## src/rtl/mem_req_responder.sv

```systemverilog
// Memory-side responder: one request in flight, response valid LAT cycles after accept.
// Backpressure: req_ready stays low until the owning requestor takes the held response.
module mem_req_responder #(
    parameter int N_REQ  = 4,
    parameter int ID_W   = 2,
    parameter int ADDR_W = 4,
    parameter int DATA_W = 32,
    parameter int LAT    = 2
) (
    input  logic              clk,
    input  logic              reset,
    input  logic              io_req_valid,
    output logic              io_req_ready,
    input  logic [ID_W-1:0]   io_req_bits_id,
    input  logic              io_req_bits_rw,
    input  logic [ADDR_W-1:0] io_req_bits_addr,
    input  logic [DATA_W-1:0] io_req_bits_wdata,
    output logic [N_REQ-1:0]  io_resp_valid,
    input  logic [N_REQ-1:0]  io_resp_ready,
    output logic              io_resp_bits_rw,
    output logic [DATA_W-1:0] io_resp_bits_data
);
    localparam int CNT_W = (LAT > 1) ? $clog2(LAT) : 1;
    localparam logic [CNT_W-1:0] CNT_INIT = CNT_W'(LAT - 1);
    localparam int DEPTH = 2 ** ADDR_W;

    typedef enum logic [1:0] {
        IDLE = 2'd0,
        BUSY = 2'd1,
        RESP = 2'd2
    } state_e;

    state_e            state_q, state_d;
    logic [CNT_W-1:0]  cnt_q, cnt_d;
    logic [ID_W-1:0]   id_q, id_d;
    logic              rw_q, rw_d;
    logic [DATA_W-1:0] data_q, data_d;
    logic [N_REQ-1:0]  valid_q, valid_d;
    logic [DATA_W-1:0] mem_q [DEPTH];

    logic req_fire;
    logic resp_fire;
    logic id_in_range;
    logic mem_we;

    assign io_req_ready = (state_q == IDLE) & ~reset;
    assign req_fire     = io_req_valid & io_req_ready;
    // valid_q is one-hot on the owning channel, so this ignores ready on other channels
    assign resp_fire    = |(valid_q & io_resp_ready);
    assign id_in_range  = ({1'b0, id_q} < (ID_W + 1)'(N_REQ));

    assign io_resp_valid     = valid_q;
    assign io_resp_bits_rw   = rw_q;
    assign io_resp_bits_data = data_q;

    always_ff @(posedge clk or posedge reset) begin
        if (reset) begin
            state_q <= IDLE;
            cnt_q   <= '0;
            id_q    <= '0;
            rw_q    <= 1'b0;
            data_q  <= '0;
            valid_q <= '0;
        end else begin
            state_q <= state_d;
            cnt_q   <= cnt_d;
            id_q    <= id_d;
            rw_q    <= rw_d;
            data_q  <= data_d;
            valid_q <= valid_d;
        end
    end

    // The array is deliberately left out of reset so committed writes survive it.
    always_ff @(posedge clk) begin
        if (mem_we) begin
            mem_q[io_req_bits_addr] <= io_req_bits_wdata;
        end
    end

    always_comb begin
        state_d = state_q;
        cnt_d   = cnt_q;
        case (state_q)
            IDLE: begin
                if (req_fire) begin
                    state_d = BUSY;
                    cnt_d   = CNT_INIT;
                end
            end
            BUSY: begin
                if (cnt_q == '0) begin
                    state_d = id_in_range ? RESP : IDLE;
                end else begin
                    cnt_d = cnt_q - CNT_W'(1);
                end
            end
            RESP: begin
                if (resp_fire) begin
                    state_d = IDLE;
                end
            end
            default: state_d = IDLE;
        endcase
    end

    always_comb begin
        id_d    = id_q;
        rw_d    = rw_q;
        data_d  = data_q;
        valid_d = valid_q;
        mem_we  = 1'b0;
        case (state_q)
            IDLE: begin
                if (req_fire) begin
                    id_d   = io_req_bits_id;
                    rw_d   = io_req_bits_rw;
                    mem_we = io_req_bits_rw;
                    data_d = io_req_bits_rw ? '0 : mem_q[io_req_bits_addr];
                end
            end
            BUSY: begin
                // An out-of-range id decodes to all-zero, so no channel sees a response
                if (cnt_q == '0) begin
                    for (int i = 0; i < N_REQ; i++) begin
                        valid_d[i] = (id_q == ID_W'(i));
                    end
                end
            end
            RESP: begin
                if (resp_fire) begin
                    valid_d = '0;
                end
            end
            default: valid_d = '0;
        endcase
    end

    a_resp_onehot: assert property (@(posedge clk) disable iff (reset) $onehot0(valid_q));
    a_no_accept_while_resp: assert property (@(posedge clk) disable iff (reset)
        !(io_req_ready && (|valid_q)));

endmodule
```

## config.mk

```make
export PLATFORM = sky130hd
export DESIGN_NAME = mem_req_responder
export DESIGN_NICKNAME = d
export VERILOG_FILES = /design/src/rtl/mem_req_responder.sv
export SDC_FILE = /design/constraint.sdc
export NUM_CORES = 1
export LEC_CHECK = 0
export ABC_AREA = 1
export CAP_MARGIN = 30
export CORE_ASPECT_RATIO = 1.5
export CORE_MARGIN = 1
export CORE_UTILIZATION = 35
export CTS_BUF_LIST = sky130_fd_sc_hd__clkbuf_16
export DETAILED_ROUTE_END_ITERATION = 10
export PLACE_DENSITY_LB_ADDON = 0.3
export SYNTH_ARGS = -nofsm -noshare
export SYNTH_HDL_FRONTEND = slang
export SYNTH_SLANG_ARGS = --single-unit
```

## constraint.sdc

```tcl
create_clock -name clk -period 3.35 [get_ports clk]
set_input_delay 0.67 -clock clk [delete_from_list [all_inputs] [get_ports clk]]
set_output_delay 0.67 -clock clk [all_outputs]
set_load 0.03 [all_outputs]
```

==> run summary, run 1 <==
After detailed routing, the number of vias per cell comes to 4.70. The clock network fraction of design power is 37.5%. After synthesis, the cell types taking the most area are sky130_fd_sc_hd__edfxtp_1 (68%), sky130_fd_sc_hd__nand2_1 (24%), sky130_fd_sc_hd__dfrtp_1 (4.6%), sky130_fd_sc_hd__buf_2 (1.5%), sky130_fd_sc_hd__o21ai_1 (0.71%). The synthesized design contains 554 register bits. Headroom to the max-slew limit came out at between 30% and 40%. The critical setup path kind is input pin to output pin.

The internal portion of the total power is 11.6 mW. The antenna diode count came out at 0. The largest driver fanout on the critical path came out at 2.

The total number of vias came out at around 15000. Setup violations remaining at the end of the flow were counted as 0. The number of different library cells in the post-synthesis netlist is 16. The core area is 64300 µm².

The height of the die came out at 314 µm. The top-area cell type share of the netlist area is 67.8%. In this run the post-CTS setup repair buffer count came out at 0. The port buffer count came out at 83. The antenna violation net count after detailed routing is 0. Based on the critical path, the design can be clocked at up to 0.374 GHz. The static leakage came out at 11.0 nW. The number of hold-repair buffers added at the cts stage came out at 0.

The final routed wire length divided by cell count came out at 18.1 µm. The post-synthesis instance total is 2173. The critical path arrival is 2000 ps. In the final design database the tool counted 2299 nets.

The hold violation total from the final report came out at 0. The switching share of power is 24.9%. Among all flip-flop cells after synthesis, the most frequent one is sky130_fd_sc_hd__edfxtp_1.

The number of standard cells in the final layout excluding fillers is between 3000 and 4000. The startpoint type of the worst setup path is an input pin. The detailed placer's ending HPWL came out at 36.0 mm. The number of sinks driven by the clock tree is between 500 and 600. At the later pin of the worst-skew pair, clock insertion delay measures around 600 ps.

The slew at the pin closest to its max-slew limit is 953 ps. The first routing iteration left 1253 violations. The net count after synthesis came out at 2219. The share of the yosys chip area belonging to registers is 72.4%. The deepest clock path buffer count came out at 3.

The final design area excluding fillers is 26500 µm². The number of enable flip-flop cells after synthesis came out at 512. The placed instances occupy a cell area of 24800 µm². The tightest min-delay check is of the input pin to asynchronous set/reset pin type. The number of iterations in the first detailed-routing pass is 5. The boundary pin count is 84. Dividing total power by cell area gives a power density of 585 nW/µm². The part of the power in registers came out at 51.3%.

The post-cts sizing count came out at 0. Combinational cells account for 11.3% of the total power. The post-layout minimum cycle time is ~2700 ps.

Summed over all layers, the global routing overflow is 0. After routing, the total negative slack on setup checks comes to 0 ps. The number of buffers created by CTS came out at 50. In the synthesized netlist the async set-or-reset flop fraction comes to 7.58%. CTS placed an instance of sky130_fd_sc_hd__clkbuf_16 at the clock tree root.

The share of post-route cells with drive strength above 1 came out at 6.41%. Yosys printed 0 warnings. The initial standard-cell utilization of the core came out at a little over a third. The number of H-tree levels is 2. The total of fill cells in the finished design came out at just over 6000. The commonest cells after synthesis are sky130_fd_sc_hd__nand2_1 (1424), sky130_fd_sc_hd__edfxtp_1 (512), sky130_fd_sc_hd__buf_2 (66).

The share of the cycle needed by the critical path after routing came out at 79.8%. TritonCTS built the clock tree. The run finished with clean final reports. The initial antenna violation count came out at 0.

The number of maximum-capacitance violations is 0. The number of placement rows came out at 114. The first global-routing pass estimated 88.3 mm of wire. Of all cell types, the one taking the most synthesized area is sky130_fd_sc_hd__edfxtp_1.

The worst ir drop on vdd came out at 297 µV. The remaining design rule violation count came out at 0. The pin count of the biggest net entering global routing is 136. The clock transition time at the flip-flop clock pins of the worst setup and hold paths came out at about 60 ps. The via count of the first global-routing pass came to about 15000. From left edge to right edge, the die measures between 200 and 250 µm. The total global-route track usage is ~18%. The synthesized cell area came out at 22700 µm². The post-synthesis average cell area is 10.4 µm².

The weighted congestion reported at the end of routability-driven placement came out at ~0.8. The synthesis-to-layout area growth came out at 16.7%. The required time at the worst-slack endpoint is 2680 ps. The die covers 65900 µm². The worst setup path is captured at an output pin. Once placement completed, the tool counted placed cells totaling 3071. Among all cell types in the netlist, the one instantiated most often is sky130_fd_sc_hd__nand2_1.

The clock arrives with between 15 and 20 ps of skew. Setup repair after global routing left no endpoint under its margin. The power spent charging and discharging nets came out at around 3.9 mW.

The number of max-slew violations in the final report came to 0. For this block, the routed nets add up to about 57 mm of wire.
## power groups by stage
stage / logic [mW] / registers, mW / clock network [mW]
6_report: 1.75 / 7.95 / 5.81
5_1_grt: 1.90 / 7.98 / 6.17
4_1_cts: 1.77 / 7.96 / 5.93
3_5_place_dp: 1.76 / 8.10 / 0
3_3_place_gp: 1.75 / 8.10 / 0
2_1_floorplan: 0.654 / 8.33 / 0
## layer usage
metal	vias up	track usage (%)	wire, µm
met2	362	30.6	28400
met1	7239	22.8	24800
met5	-	0	0
met3	70	2.72	2830
li1	7198	-	-
met4	0	5.08	1250
## layout make-up
type / count / area [µm²] / share of cell area, %
Sequential cell: 554 / 16400 / 62.0
Multi-Input combinational cell: 1500 / 5850 / 22.1
Timing Repair Buffer: 133 / 1410 / 5.30
Clock buffer: 53 / 1330 / 5.01
Tap cell: 870 / 1090 / 4.11
Clock inverter: 41 / 335 / 1.27
Inverter: 14 / 60.1 / 0.227
## through the flow
stage	total power [mW]	worst slack (ps)	hold slack, ps	utilization (%)
detailed placement	9.87	457	478	38.6
global placement	9.85	520	475	38.6
floorplan	8.98	-135	474	-
finish	15.5	676	471	41.2
CTS	15.7	658	469	41.2
global route	16.0	634	499	41.2
## layout by cell type (no fill, tap or decap), drive strengths merged
cell type,count
nand2,1424
inv,24
nor3,1
clkdlybuf4s50,81
buf,52
clkbuf,53
o21ai,39
edfxtp,512
clkinv,23
dfrtp,42
nand3,9
clkinvlp,2
a21oi,4
bufinv,6
nor2,23
## state kept, by name, indices dropped and copies added, names as in the netlist
signal / flops
cnt_q: 1
id_q: 2
io_resp_bits_data: 32
io_resp_bits_rw: 1
io_resp_valid: 4
mem_q: 512
state_q: 2
## worst max-delay path, cell delays in order
cell,delay (ps)
sky130_fd_sc_hd__clkdlybuf4s50_1,460
sky130_fd_sc_hd__nor3_2,170
sky130_fd_sc_hd__clkdlybuf4s50_1,700
## path summary, 6_finish.rpt
check                                startpoint                     to  slack [ps]  cells after the start
max                                       reset           io_req_ready         680                      3
min                                       reset  io_resp_bits_data[24]         470                      2
max reg2reg                          state_q[1]          mem_q[13][12]        1150                      7
min reg2reg                io_resp_bits_data[0]   io_resp_bits_data[0]         480                      2
max in group asynchronous                 reset   io_resp_bits_data[6]        2120                      3
min in group clk           io_resp_bits_data[0]   io_resp_bits_data[0]         480                      2
## logic make-up (layout without fill, tap and decap cells)
family          after synthesis  after routing  share of synthesized area, %
flops                       554            554                          72.4
compound gates               43             43                         0.948
simple gates               1457           1457                          24.2
buf+inv                     119            241                          2.48
(Power assumes the default switching activity.)
==> run 2: changes to the inputs <==
- clock period: 3.35 -> 2.3 ns (I/O delays scaled with it)
==> run 2 against run 1 <==
Cell count is 1.6% higher. First-iteration DRC count increased by 6.4%. Via count is 1.5% higher. Register-to-register slack got worse by 790 ps. Die area did not move. Routed wire length up 3.2%. Largest cell class unchanged. Sequential cell count is the same. Global-route usage rose by 0.43 points. Clock skew is 2.5 ps higher. Cell area grew 3.0%. Critical path type is now flip-flop to output pin.
==> run summary, run 2 (synthesized netlist as in run 1, its figures left out) <==
The setup slack of the worst register-to-register path is 360 ps. The synthesis-to-layout area growth came out at 20.2%. The via count of the first global-routing pass is 14924. At the end of routability-driven placement, the weighted congestion stood at 0.853. In the final routed layout, each cell accounts on average for 18.4 µm. The slowest stage of the critical path is the sky130_fd_sc_hd__clkdlybuf4s50_1 cell. The initial utilization of the core area, before any placement, comes to 35.3%. For the pin with the worst max-slew slack, the measured transition is 737 ps. On the worst path, the slowest cell contributes a delay of 720 ps.

Setup repair after global routing left no endpoint under its margin. The tree is rooted in a sky130_fd_sc_hd__clkbuf_16. The setup total negative slack is 0 ps.

For this run, the post-layout net count is 2352. The largest driver fanout on the critical path came out at 2. The analysis attributes to cell leakage a power of 11.3 nW. The hold violation total from the final report came to 0. The internal power component came out at 16.9 mW. The core area came out at ~64000 µm². In the layout the commonest cells are sky130_fd_sc_hd__nand2_1 (1423), sky130_fd_sc_hd__edfxtp_1 (512), sky130_fd_sc_hd__clkdlybuf4s50_1 (79). Data on the critical path arrives at its endpoint at 1780 ps. The final critical path takes up a little over nine tenths of the cycle.

The pin count of the biggest net entering global routing is between 100 and 150. The port buffer count came out at 83. The clock insertion delay at the later pin of the skew report came out at 600 ps.

The number of iterations in the first detailed-routing pass came out at 5. Summed over all nets, the half-perimeter wirelength after detailed placement is about 38 mm. The top register by number of flip-flops is mem_q. The number of H-tree levels is 2.

The global-route wire length before repair came out at roughly 90 mm. The worst setup path is launched from a flip-flop. The critical path buffer and inverter count is 1. The remaining global-route overflow came out at 0. The number of placement rows is 114. Leaving out fill and tap cells, the most frequent cell in the layout is sky130_fd_sc_hd__nand2_1. The worst setup path is captured at an output pin. The post-route total power came out at between 20 and 25 mW.

The area of the die is 65900 µm². The number of cells on the worst reg-to-reg path came out at 7. The highest clock rate is 0.447 GHz. The flip-flop count of the largest register after layout is 512.

The height of the die is 314 µm. The boundary pin count came out at 84. The count of nets left with antenna violations once routing finished came out at 0. The final setup violation count came out at 0. TritonCTS built the clock tree. The clock drives 554 sinks. The power spent charging and discharging nets came out at around 5.7 mW. The tool flagged a number of max-cap violations equal to 0. The tightest slew margin relative to the limit came out at between 50% and 60%. The endpoint of the worst-slack reg-to-reg timing path is mem_q[2][26]. Using the TritonRoute via totals, the vias-per-cell ratio works out to 4.70.

The chip width came out at 210 µm. Of the cells placed in the final design, the portion with a size suffix greater than 1 is 8.96%. The startpoint identified for the worst register-to-register timing path is state_q[0]. Per report_power, the clock group accounts for 37.1% of the total.

The critical setup path kind is flip-flop to output pin. The number of antenna diodes in the final layout is 0. The clock transition time at the flip-flop clock pins of the worst setup and hold paths came out at 70 ps. The required time at the worst-slack endpoint is between 1500 and 2000 ps. The total wire length came out at 59.1 mm.

The final setup skew is 21.2 ps. The number of max-slew violations in the final report is 0. Of the total power, the share spent switching nets is 25.1%. No sink is reached through more buffers than the 3 on the longest clock path. For this run, design rule violations remaining after detail routing come to 0.

The part of the power in registers came out at 51.1%. In this run the number of cells on the critical path is 1. The total number of vias came out at 15095. Traced cell by cell, the critical path runs through clkdlybuf4s50_1. IR analysis of the VDD net gives a maximum drop of 496 µV.

The largest delay contributor family on the critical path is buffers and inverters. The logic gate share of total power came out at 11.8%. The cell area power density is 829 nW/µm².

The total setup buffers inserted after CTS came out at 0. The initial antenna violation count was 0. TritonCTS created 49 clock buffers. The flow ran to the end, and the final reports show no timing, DRC or antenna violations. The post-layout minimum cycle time came out at around 2200 ps. The final hold slack came out at between 300 and 400 ps. For this block, the initial DRC count from the detailed router was 1333. Global routing consumed, over all layers together, 18.1% of the routing resources. The path class of the tightest hold or removal check is input pin to asynchronous set/reset pin.
[run 2: cell types whose count changed in the layout (fill, tap and decap cells not counted), sizes merged]
| cell | previous run | this run |
|---|---|---|
| buf | 52 | 107 |
| clkbuf | 53 | 51 |
| clkdlybuf4s50 | 81 | 79 |
| clkinv | 23 | 15 |
| clkinvlp | 2 | 5 |
| dlygate4sd2 | 0 | 1 |
| inv | 24 | 27 |
[run 2: cell type report]
cell class | instances | area [µm²]
clock buffer | 51 | 1280
clock inverter | 39 | 353
fill | 5951 | 37100
inverter | 14 | 60.1
multi-input combinational | 1500 | 5890
sequential | 554 | 16400
tap | 870 | 1090
timing repair buffer | 187 | 2180
[run 2: worst max path at each step]
stage | start | endpoint | slack (ps)
final | io_resp_bits_data[9] | io_resp_bits_data[9] | 60
after global routing | io_resp_bits_data[9] | io_resp_bits_data[9] | 30
after CTS | io_resp_bits_data[9] | io_resp_bits_data[9] | 50
after detailed placement | reset | mem_q[2][26] | -250
after global placement | reset | mem_q[2][26] | -240
after floorplan | reset | mem_q[11][0] | -50
[run 2: timing repair]
action,CTS,global route
resized for setup,1,0
endpoints found under the setup margin,1,0
hold buffers,0,0
[run 2: power groups by stage]
stage,Clock [mW],Sequential (mW),Combinational (mW)
global route,8.86,11.6,2.90
CTS,8.54,11.6,2.70
detailed placement,0,11.8,2.69
finish,8.39,11.6,2.67
floorplan,0,12.1,0.977
global placement,0,11.8,2.67
[run 2: through the flow]
| stage | cell area (µm²) | cells | setup WS (ps) | utilization, % |
|---|---|---|---|---|
| final | 27300 | 3215 | 62.1 | 42.4 |
| after global routing | 27300 | 3215 | 30.5 | 42.4 |
| after CTS | 27300 | 3215 | 45.1 | 42.4 |
| after detailed placement | 25600 | 3125 | -245 | 39.9 |
| after global placement | 25600 | 3125 | -239 | 39.9 |
| after floorplan | 22900 | 2173 | -46.0 | - |
[run 2: routing by layer]
metal	track usage (%)	up-vias	wire [µm]
met3	2.42	90	3550
li1	-	7301	-
met1	24.9	7205	26200
met4	6.39	0	1810
met2	29.3	499	27500
met5	0	-	0
[run 2: worst min-delay path, stage by stage]
cell and delay, ps:
sky130_fd_sc_hd__clkdlybuf4s50_1 470, sky130_fd_sc_hd__buf_4 160, sky130_fd_sc_hd__inv_2 330
==> run 3: changes to the inputs <==
- CORE_MARGIN: 1 -> 4
==> run 3 against run 2 <==
Cell area increased by 0.50%. Combinational power decreased by 3%. Critical path type unchanged. First-iteration DRC count decreased by 24%. Cell count decreased by 0.25%. Utilization increased by 0.21 points. Largest cell class unchanged. Maximum frequency decreased by 0.34%.
==> run summary, run 3 (synthesized netlist as in run 1, its figures left out) <==
The total global-route track usage is 16.1%. The hold violation total from the final report was 0. STA classifies the critical path endpoint as an output pin. The number of DRC markers after the initial detailed-route iteration is 1010.

The top register by number of flip-flops is mem_q. The cell sitting at the root of the clock tree is a sky130_fd_sc_hd__clkbuf_16. Walking the worst path, the cells encountered are clkdlybuf4s50_1.

Leaving out fill and tap cells, the most frequent cell in the layout is sky130_fd_sc_hd__nand2_1. Setup repair after global routing left no endpoint under its margin. CTS built an H-tree with a depth of 2.

In this run the remaining antenna-violating nets after routing total 0. The required time at the worst-slack endpoint is 1840 ps. In the final routed layout, each cell accounts on average for 17.5 µm. Detailed placement finished with a half-perimeter wire length of ~35 mm. Compared with the post-synthesis result, the final layout area differs by 20.8%. On the final layout, the worst clock skew is 26.0 ps. Measured against its own limit, the worst slew margin works out to about 51%. The final setup violation count came out at 0. The via count of the first global-routing pass came out at 15157.

In this run the critical register-to-register path is captured at mem_q[0][19]. The delay of the slowest cell on the worst path is 720 ps. The number of cells on the worst reg-to-reg path is 6.

The slew at the pin closest to its max-slew limit is 728 ps. The initial standard-cell utilization of the core is 35.3%. Summed over all nets, wire length on met3 after detailed routing comes to 2.43 mm.

The post-cts sizing count came out at 0. The number of iterations in the first detailed-routing pass came out at 5. In this run the count of I/O pins placed on the die edge is 84.

The critical setup path kind is flip-flop to output pin. The via-per-instance ratio came out at ~4.6. The share of the cycle needed by the critical path after routing came out at 97.6%. The weighted congestion reported at the end of routability-driven placement is 0.807. The number of setup buffers added after CTS is 0. The remaining global-route overflow is 0.

The post-layout minimum cycle time came out at 2250 ps. Across the run, the number of max-cap violations was 0. The total of fill cells in the finished design came out at approximately 6000. The final hold slack came out at 341 ps. The critical path arrival came out at 1790 ps. The worst hold path belongs to the class input pin to asynchronous set/reset pin. The initial antenna violation count was 1.

The worst setup path is launched from a flip-flop. The highest metal layer used by the detailed router is met4. The number of sinks driven by the clock tree came out at 554. The number of max-slew violations in the final report is 0. The number of buffers created by CTS came out at 50. The height of the die came out at 320 µm.

After detailed routing, the number of remaining DRC violations is 0. The area of the die came out at 69000 µm². The worst register-to-register path begins at state_q[0]. The detailed-routing wirelength on met1 came out at 23.4 mm. The highest clock rate is 0.445 GHz. The share of post-route cells with drive strength above 1 is 8.69%.

Among cell families on the critical path, the largest total delay comes from buffers and inverters. The cell at the slowest stage of the critical path is sky130_fd_sc_hd__clkdlybuf4s50_1. The final design area excluding fillers came out at 27400 µm². The cell area power density is 855 nW/µm². The top cell types in the final layout, fill and taps aside, are sky130_fd_sc_hd__nand2_1 (1423), sky130_fd_sc_hd__edfxtp_1 (512), sky130_fd_sc_hd__clkdlybuf4s50_1 (80). The clock transition time at the flip-flop clock pins of the worst setup and hold paths is 60 ps.

The deepest clock path buffer count came out at 3. The total number of vias is 14864. The post-detailed-placement cell area is 25600 µm².

The routed design uses 28.7 mm of met2 wire. In this run the worst path has a maximum fanout of 2. The flip-flop count of the largest register after layout came out at 512. The critical path buffer and inverter count is 1. The clock insertion delay at the later pin of the skew report is 600 ps. The port buffer count is 83. The worst ir drop on vdd is between 400 and 500 µV. The core area is 64300 µm².

The run finished with clean final reports. The first global-routing pass estimated 86.2 mm of wire. The static leakage came out at 11.3 nW.

The number of placement rows came out at 114. The TritonCTS clock tree is yes. Entering global routing, the biggest net connects between 80 and 90 pins. The number of hold buffers added after CTS was 0.

The total wire length is 56.1 mm. The final net count is 2341. The worst register-to-register path has a setup slack of 280 ps. The antenna diode count came out at 0. The die is 216 µm wide.
run 3: changes by cell type in the layout (fill, tap and decap cells not counted), sizes merged:
cell	before	now
clkbuf	51	50
inv	27	24
clkinvlp	5	3
clkdlybuf4s50	79	80
clkinv	15	17
buf	107	95
bufinv	6	14
dlygate4sd2	1	0
run 3: how the worst max path moves through the flow:
stage                                     start               endpoint  cells after the start
final                     io_resp_bits_data[11]  io_resp_bits_data[11]                      1
after global routing      io_resp_bits_data[11]  io_resp_bits_data[11]                      1
after CTS                 io_resp_bits_data[11]  io_resp_bits_data[11]                      1
after detailed placement                  reset           mem_q[0][12]                      7
after global placement                    reset          mem_q[11][18]                      7
after floorplan                           reset           mem_q[11][0]                      5
run 3: layout make-up:
type / count / area, µm² / share of cell area [%]
Tap cell: 870 / 1090 / 3.97
Clock inverter: 44 / 592 / 2.16
Multi-Input combinational cell: 1500 / 5890 / 21.5
Inverter: 14 / 60.1 / 0.219
Sequential cell: 554 / 16400 / 59.9
Clock buffer: 50 / 1250 / 4.56
Timing Repair Buffer: 175 / 2110 / 7.68
run 3: power breakdown:
group	internal, mW	total, mW	switching, mW
Sequential	11.3	11.6	0.253
Clock	5.57	9.26	3.70
Combinational	0.897	2.60	1.70
run 3: routing by layer:
metal / up-vias / GRT usage, %
li1: 7287 / -
met1: 7127 / 20.1
met2: 352 / 29.1
met3: 98 / 2.10
met4: 0 / 5.17
met5: - / 0
run 3: metrics by stage:
step	setup TNS (ps)	util (%)	worst slack (ps)	std cells	total power, mW
after floorplan	-12030	-	-46.0	2173	13.1
final	0	42.6	54.5	3207	23.4
after detailed placement	-138050	39.7	-326	3113	14.4
after global placement	-106060	39.7	-260	3113	14.4
after CTS	0	42.6	21.9	3207	23.7
after global routing	0	42.6	4.35	3207	24.3
==> RTL change 1, RTL diff (settings of run 3) <==
`N_REQ`: 4 -> 8.
--- a/src/rtl/mem_req_responder.sv
+++ b/src/rtl/mem_req_responder.sv
@@ -1,7 +1,7 @@
 // Memory-side responder: one request in flight, response valid LAT cycles after accept.
 // Backpressure: req_ready stays low until the owning requestor takes the held response.
 module mem_req_responder #(
-    parameter int N_REQ  = 4,
+    parameter int N_REQ  = 8,
     parameter int ID_W   = 2,
     parameter int ADDR_W = 4,
     parameter int DATA_W = 32,
Ports: changed (resized io_resp_ready and io_resp_valid); port bits go from 84 to 92. No check against the original RTL was run, so the function may have changed too.
==> RTL change 1 against run 3 <==
- setup slack better by 110 ps
- global-route usage down 0.35 points
- register-to-register slack better by 160 ps
- power down 7.3%
- non-clock buffer count down 3
- clock power down 10%
- core utilization down 0.50 points
- synthesized cell count down 0.41%
- area after synthesis unchanged
- sequential cell count down 1
- wire length down 0.45%
- sequential share of layout area up 0.62 points
- design area down 1.2%
- die area unchanged
- critical path type unchanged
- critical endpoint is now io_resp_bits_data[24]
==> RTL change 1: results (changes against run 3) <==
* Multi-In Gates at 1489 (-0.73%)
* GRT met2 Usage at 0.2687 (-0.02267)
* Nonclk inv count at 13 (-1)
* Skew-Pair Late Insertion Delay at 580 ps (-20 ps)
* Placed Area at 25460 µm² (-0.44%)
* Vias after detailed routing at 14780 (-0.54%)
* Worst slew pin tran at 695.1 ps (-33.25 ps)
* Sequential area share after synthesis at 0.7228 (-0.001103)
* Routed wl met3 at 2895 µm (+19%)
* Met3 global-route usage at 0.02186 (+0.0008554)
* Placed cells at 3097 (-0.51%)
* Cell variety after synth at 15 (-1)
* Antenna cells at 2 (+2)
* Leakage dissipation at 11.19 nW (-1.2%)
* FF/Latch Area at 16400 µm² (-0.15%)
* Worst stage delay on the critical path at 700 ps (-20 ps)
* Clk cell area share at 0.06005 (-0.007187)
* Fraction of area in multi-input gates at 0.2151 (+0.0002606)
* CTS sink count at 553 (-0.18%)
* EDFF count, synth at 512 (unchanged)
* Critical path's slowest cell: clkdlybuf4s50_1
* Total GRT Usage at 0.1579 (-0.003508)
* Met1 usage at 0.2106 (+0.009606)
* VDD IR max at 0.4429 mV (-9.3%)
* Place WS at -75.36 ps (+250.4 ps)
* Pin count of the biggest net entering global routing at 111 (+28%)
* Layout cell share with drive strength beyond 1 at 0.08197 (-0.004896)
* Met2 WL at 27590 µm (-4.0%)
* HPWL after detailed placement at 33230 µm (-4.9%)
* Post-synth ARST share at 0.07414 (-0.001671)
* DRT iter0 DRCs at 1145 (+13%)
* Routability congestion estimate at 0.8055 (-0.24%)
* Status: finished clean
* Compound-Gate Fraction of Synth Area at 0.009044 (-0.0004412)
* Post-route cell area at 27090 µm² (-1.2%)
* Non-filler cells, final at 3190 (-0.53%)
* Uppermost layer routed: met5
* Vias in the first global route at 14360 (-5.3%)
* Met1 Wirelength at 24040 µm (+2.9%)
* Synth area leaders: edfxtp_1 68%, nand2_1 23%, dfrtp_1 4.5%, buf_2 1.4%, o21ai_1 0.71%
* Cells after Synth at 2164 (-0.41%)
* Aggregate routed wire length at 55890 µm (-0.45%)
* Fillers at 5974 (-0.52%)
* CTS resizes at 1 (+1)
* Non-CTS buffers at 172 (-1.7%)
* Antenna violations before repair at 3 (+2)
* CLK BUF at 53 (+6.0%)
* Final net count at 2329 (-0.51%)
* Clock skew at 10.22 ps (-15.75 ps)
* Crit path DAT at 1670 ps (-120 ps)
==> RTL change 1: cell types whose count changed after synthesis, sizes merged <==
cell           run 3  this run
dfrtp             42        41
buf               80        88
nor3               1         0
clkbuf            25        21
nor2              23        24
a21oi              4         2
nand2           1424      1416
nand3              9         8
inv               14        13
==> RTL change 1: final timing paths <==
kind | depth (start not counted) | from | endpoint | slack (ps)
worst max-delay path | 1 | io_resp_bits_data[24] | io_resp_bits_data[24] | 170
worst min-delay path | 3 | reset | io_resp_valid[4] | 340
worst max register to register | 8 | state_q[0] | mem_q[10][16] | 440
min in group clk | 2 | io_resp_bits_data[25] | io_resp_bits_data[25] | 480
worst min register to register | 2 | io_resp_bits_data[25] | io_resp_bits_data[25] | 480
max in group asynchronous | 3 | reset | io_resp_bits_data[20] | 1690
==> RTL change 1: report_power, final <==
part	switching (mW)	internal (mW)
Clock	3.58	4.71
Sequential	0.123	11.2
Combinational	1.41	0.716
Total	5.11	16.6
==> RTL change 2, RTL diff (flow settings as in run 3) <==
Made on the original files. `data_q` no longer has a reset.
--- a/src/rtl/mem_req_responder.sv
+++ b/src/rtl/mem_req_responder.sv
@@ -59,16 +59,18 @@
             cnt_q   <= '0;
             id_q    <= '0;
             rw_q    <= 1'b0;
-            data_q  <= '0;
             valid_q <= '0;
         end else begin
             state_q <= state_d;
             cnt_q   <= cnt_d;
             id_q    <= id_d;
             rw_q    <= rw_d;
-            data_q  <= data_d;
             valid_q <= valid_d;
         end
+    end
+
+    always_ff @(posedge clk) begin
+        data_q <= data_d;
     end
 
     // The array is deliberately left out of reset so committed writes survive it.
Formal check against the unedited RTL: differs if reset is asserted again (counterexample within 4 cycles, from zero or initial values and one cycle with reset high); with reset held inactive, the same outputs for 4 cycles.
==> RTL change 2 against run 3 <==
- global-route usage up 0.40 points
- setup slack better by 160 ps
- wire length up 3.8%
- clock power down 16%
- power down 9.8%
- fmax up 7.5%
- design area down 1.6%
- core utilization down 0.89 points
- combinational power down 25%
- sequential cell count unchanged
- count of clock-buffer cells in the layout up 1
- area after synthesis up 0.66%
- highest routed layer unchanged
==> RTL change 2: results (changes against run 3) <==
* Non-filler cells, final at 3166 (-1.3%)
* Global-route wire length before repair at 87950 µm (+2.0%)
* Routed wl met3 at 2627 µm (+8.1%)
* # hold bufs at CTS at 0 (unchanged)
* Wire per inst at 18.40 µm (+5.1%)
* Synth area leaders: edfxtp_1 72%, nand2_1 22%, nor2_1 1.4%, buf_2 1.2%, buf_6 1.2%
* Place WS at -265.9 ps (+59.88 ps)
* CTS resizes at 0 (unchanged)
* Routability congestion estimate at 0.8412 (+4.2%)
* Total GRT Usage at 0.1654 (+0.004040)
* EDFF count, synth at 544 (+6.3%)
* Antenna violations before repair at 0 (-1)
* Psw at 4.907 mW (-13%)
* HPWL after detailed placement at 36510 µm (+4.5%)
* Layout cell share with drive strength beyond 1 at 0.08148 (-0.005382)
* Sequential area share after synthesis at 0.7262 (+0.002253)
* Worst stage delay on the critical path at 680 ps (-40 ps)
* CTS clk-pin slew, worst paths at 60 ps (about the same)
* Syn_nets at 2186 (-1.5%)
* Root Driver: clkbuf_16
* Placed Area at 25460 µm² (-0.44%)
* Leakage dissipation at 10.90 nW (-3.8%)
* Crit path DAT at 1630 ps (-160 ps)
* Worst slew pin tran at 745.1 ps (+16.67 ps)
* Top post-synthesis cells by count: 1359 x nand2_1, 544 x edfxtp_1, 88 x nor2_1, 54 x buf_2, 24 x buf_6
* Clock skew at 23.41 ps (-2.558 ps)
* DRT iter0 DRCs at 1238 (+23%)
* Status: finished clean
* Skew-Pair Late Insertion Delay at 580 ps (-20 ps)
* Pin count of the biggest net entering global routing at 83 (-4.6%)
* Placed cells at 3081 (-1.0%)
* Vias per Instance at 4.692 (+1.2%)
* Crit. Startpoint: io_resp_valid[3]
* Post-synth ARST share at 0.01805 (-0.05776)
* Vias in the first global route at 15040 (-0.77%)
* Cell variety after synth at 15 (-1)
* Final net count at 2309 (-1.4%)
* Max clock buf depth at 3 (unchanged)
* Cells after Synth at 2140 (-1.5%)
* VDD IR max at 0.4969 mV (+1.8%)
* Max FO, Critical Path at 3 (+1)
* Critical path's slowest cell: clkdlybuf4s50_1
RTL change 2: changes by cell type after synthesis, moves of 3 or more:
cell,delta
nor2_1,+65
dfrtp_1,-32
buf_6,+21
buf_2,-12
edfxtp_1,+32
nand2_1,-65
o21ai_1,-32
buf_1,-5
clkbuf_1,-10
buf_4,+3
RTL change 2: metal layers:
layer / global-route usage / vias up
li1: - / 7183
met1: 0.2078 / 7217
met2: 0.2965 / 370
met3: 0.01824 / 84
met4: 0.05820 / 0
met5: 0 / -
RTL change 2: final timing paths:
| check | to | slack (ps) |
|---|---|---|
| worst max-delay path | io_resp_valid[3] | 210 |
| worst min-delay path | state_q[0] | 260 |
| worst max register to register | mem_q[12][23] | 230 |
| worst min register to register | io_resp_bits_rw | 510 |
| max in group asynchronous | cnt_q | 1760 |
| min in group clk | io_resp_bits_rw | 370 |
RTL change 2: logic make-up after synthesis:
| group | synth area share |
|---|---|
| buf+inv | 0.03117 |
| simple gates | 0.2402 |
| compound gates | 0.002410 |
| flops | 0.7262 |
RTL change 2: final cells by class:
class	instances	area, µm²
clock inverter	33	225.2
tap	870	1089
clock buffer	51	1276
timing repair buffer	173	1986
multi-input combinational	1468	5728
sequential	554	16590
fill	6066	37650
inverter	16	67.56
antenna	1	2.502
RTL change 2: power by group through the flow:
stage / logic [mW] / registers [mW] / clock network (mW)
2_1_floorplan: 0.888 / 11.8 / 0
3_3_place_gp: 1.95 / 11.6 / 0
3_5_place_dp: 1.97 / 11.6 / 0
4_1_cts: 1.98 / 11.4 / 8.01
5_1_grt: 2.14 / 11.4 / 8.39
6_report: 1.95 / 11.4 / 7.82
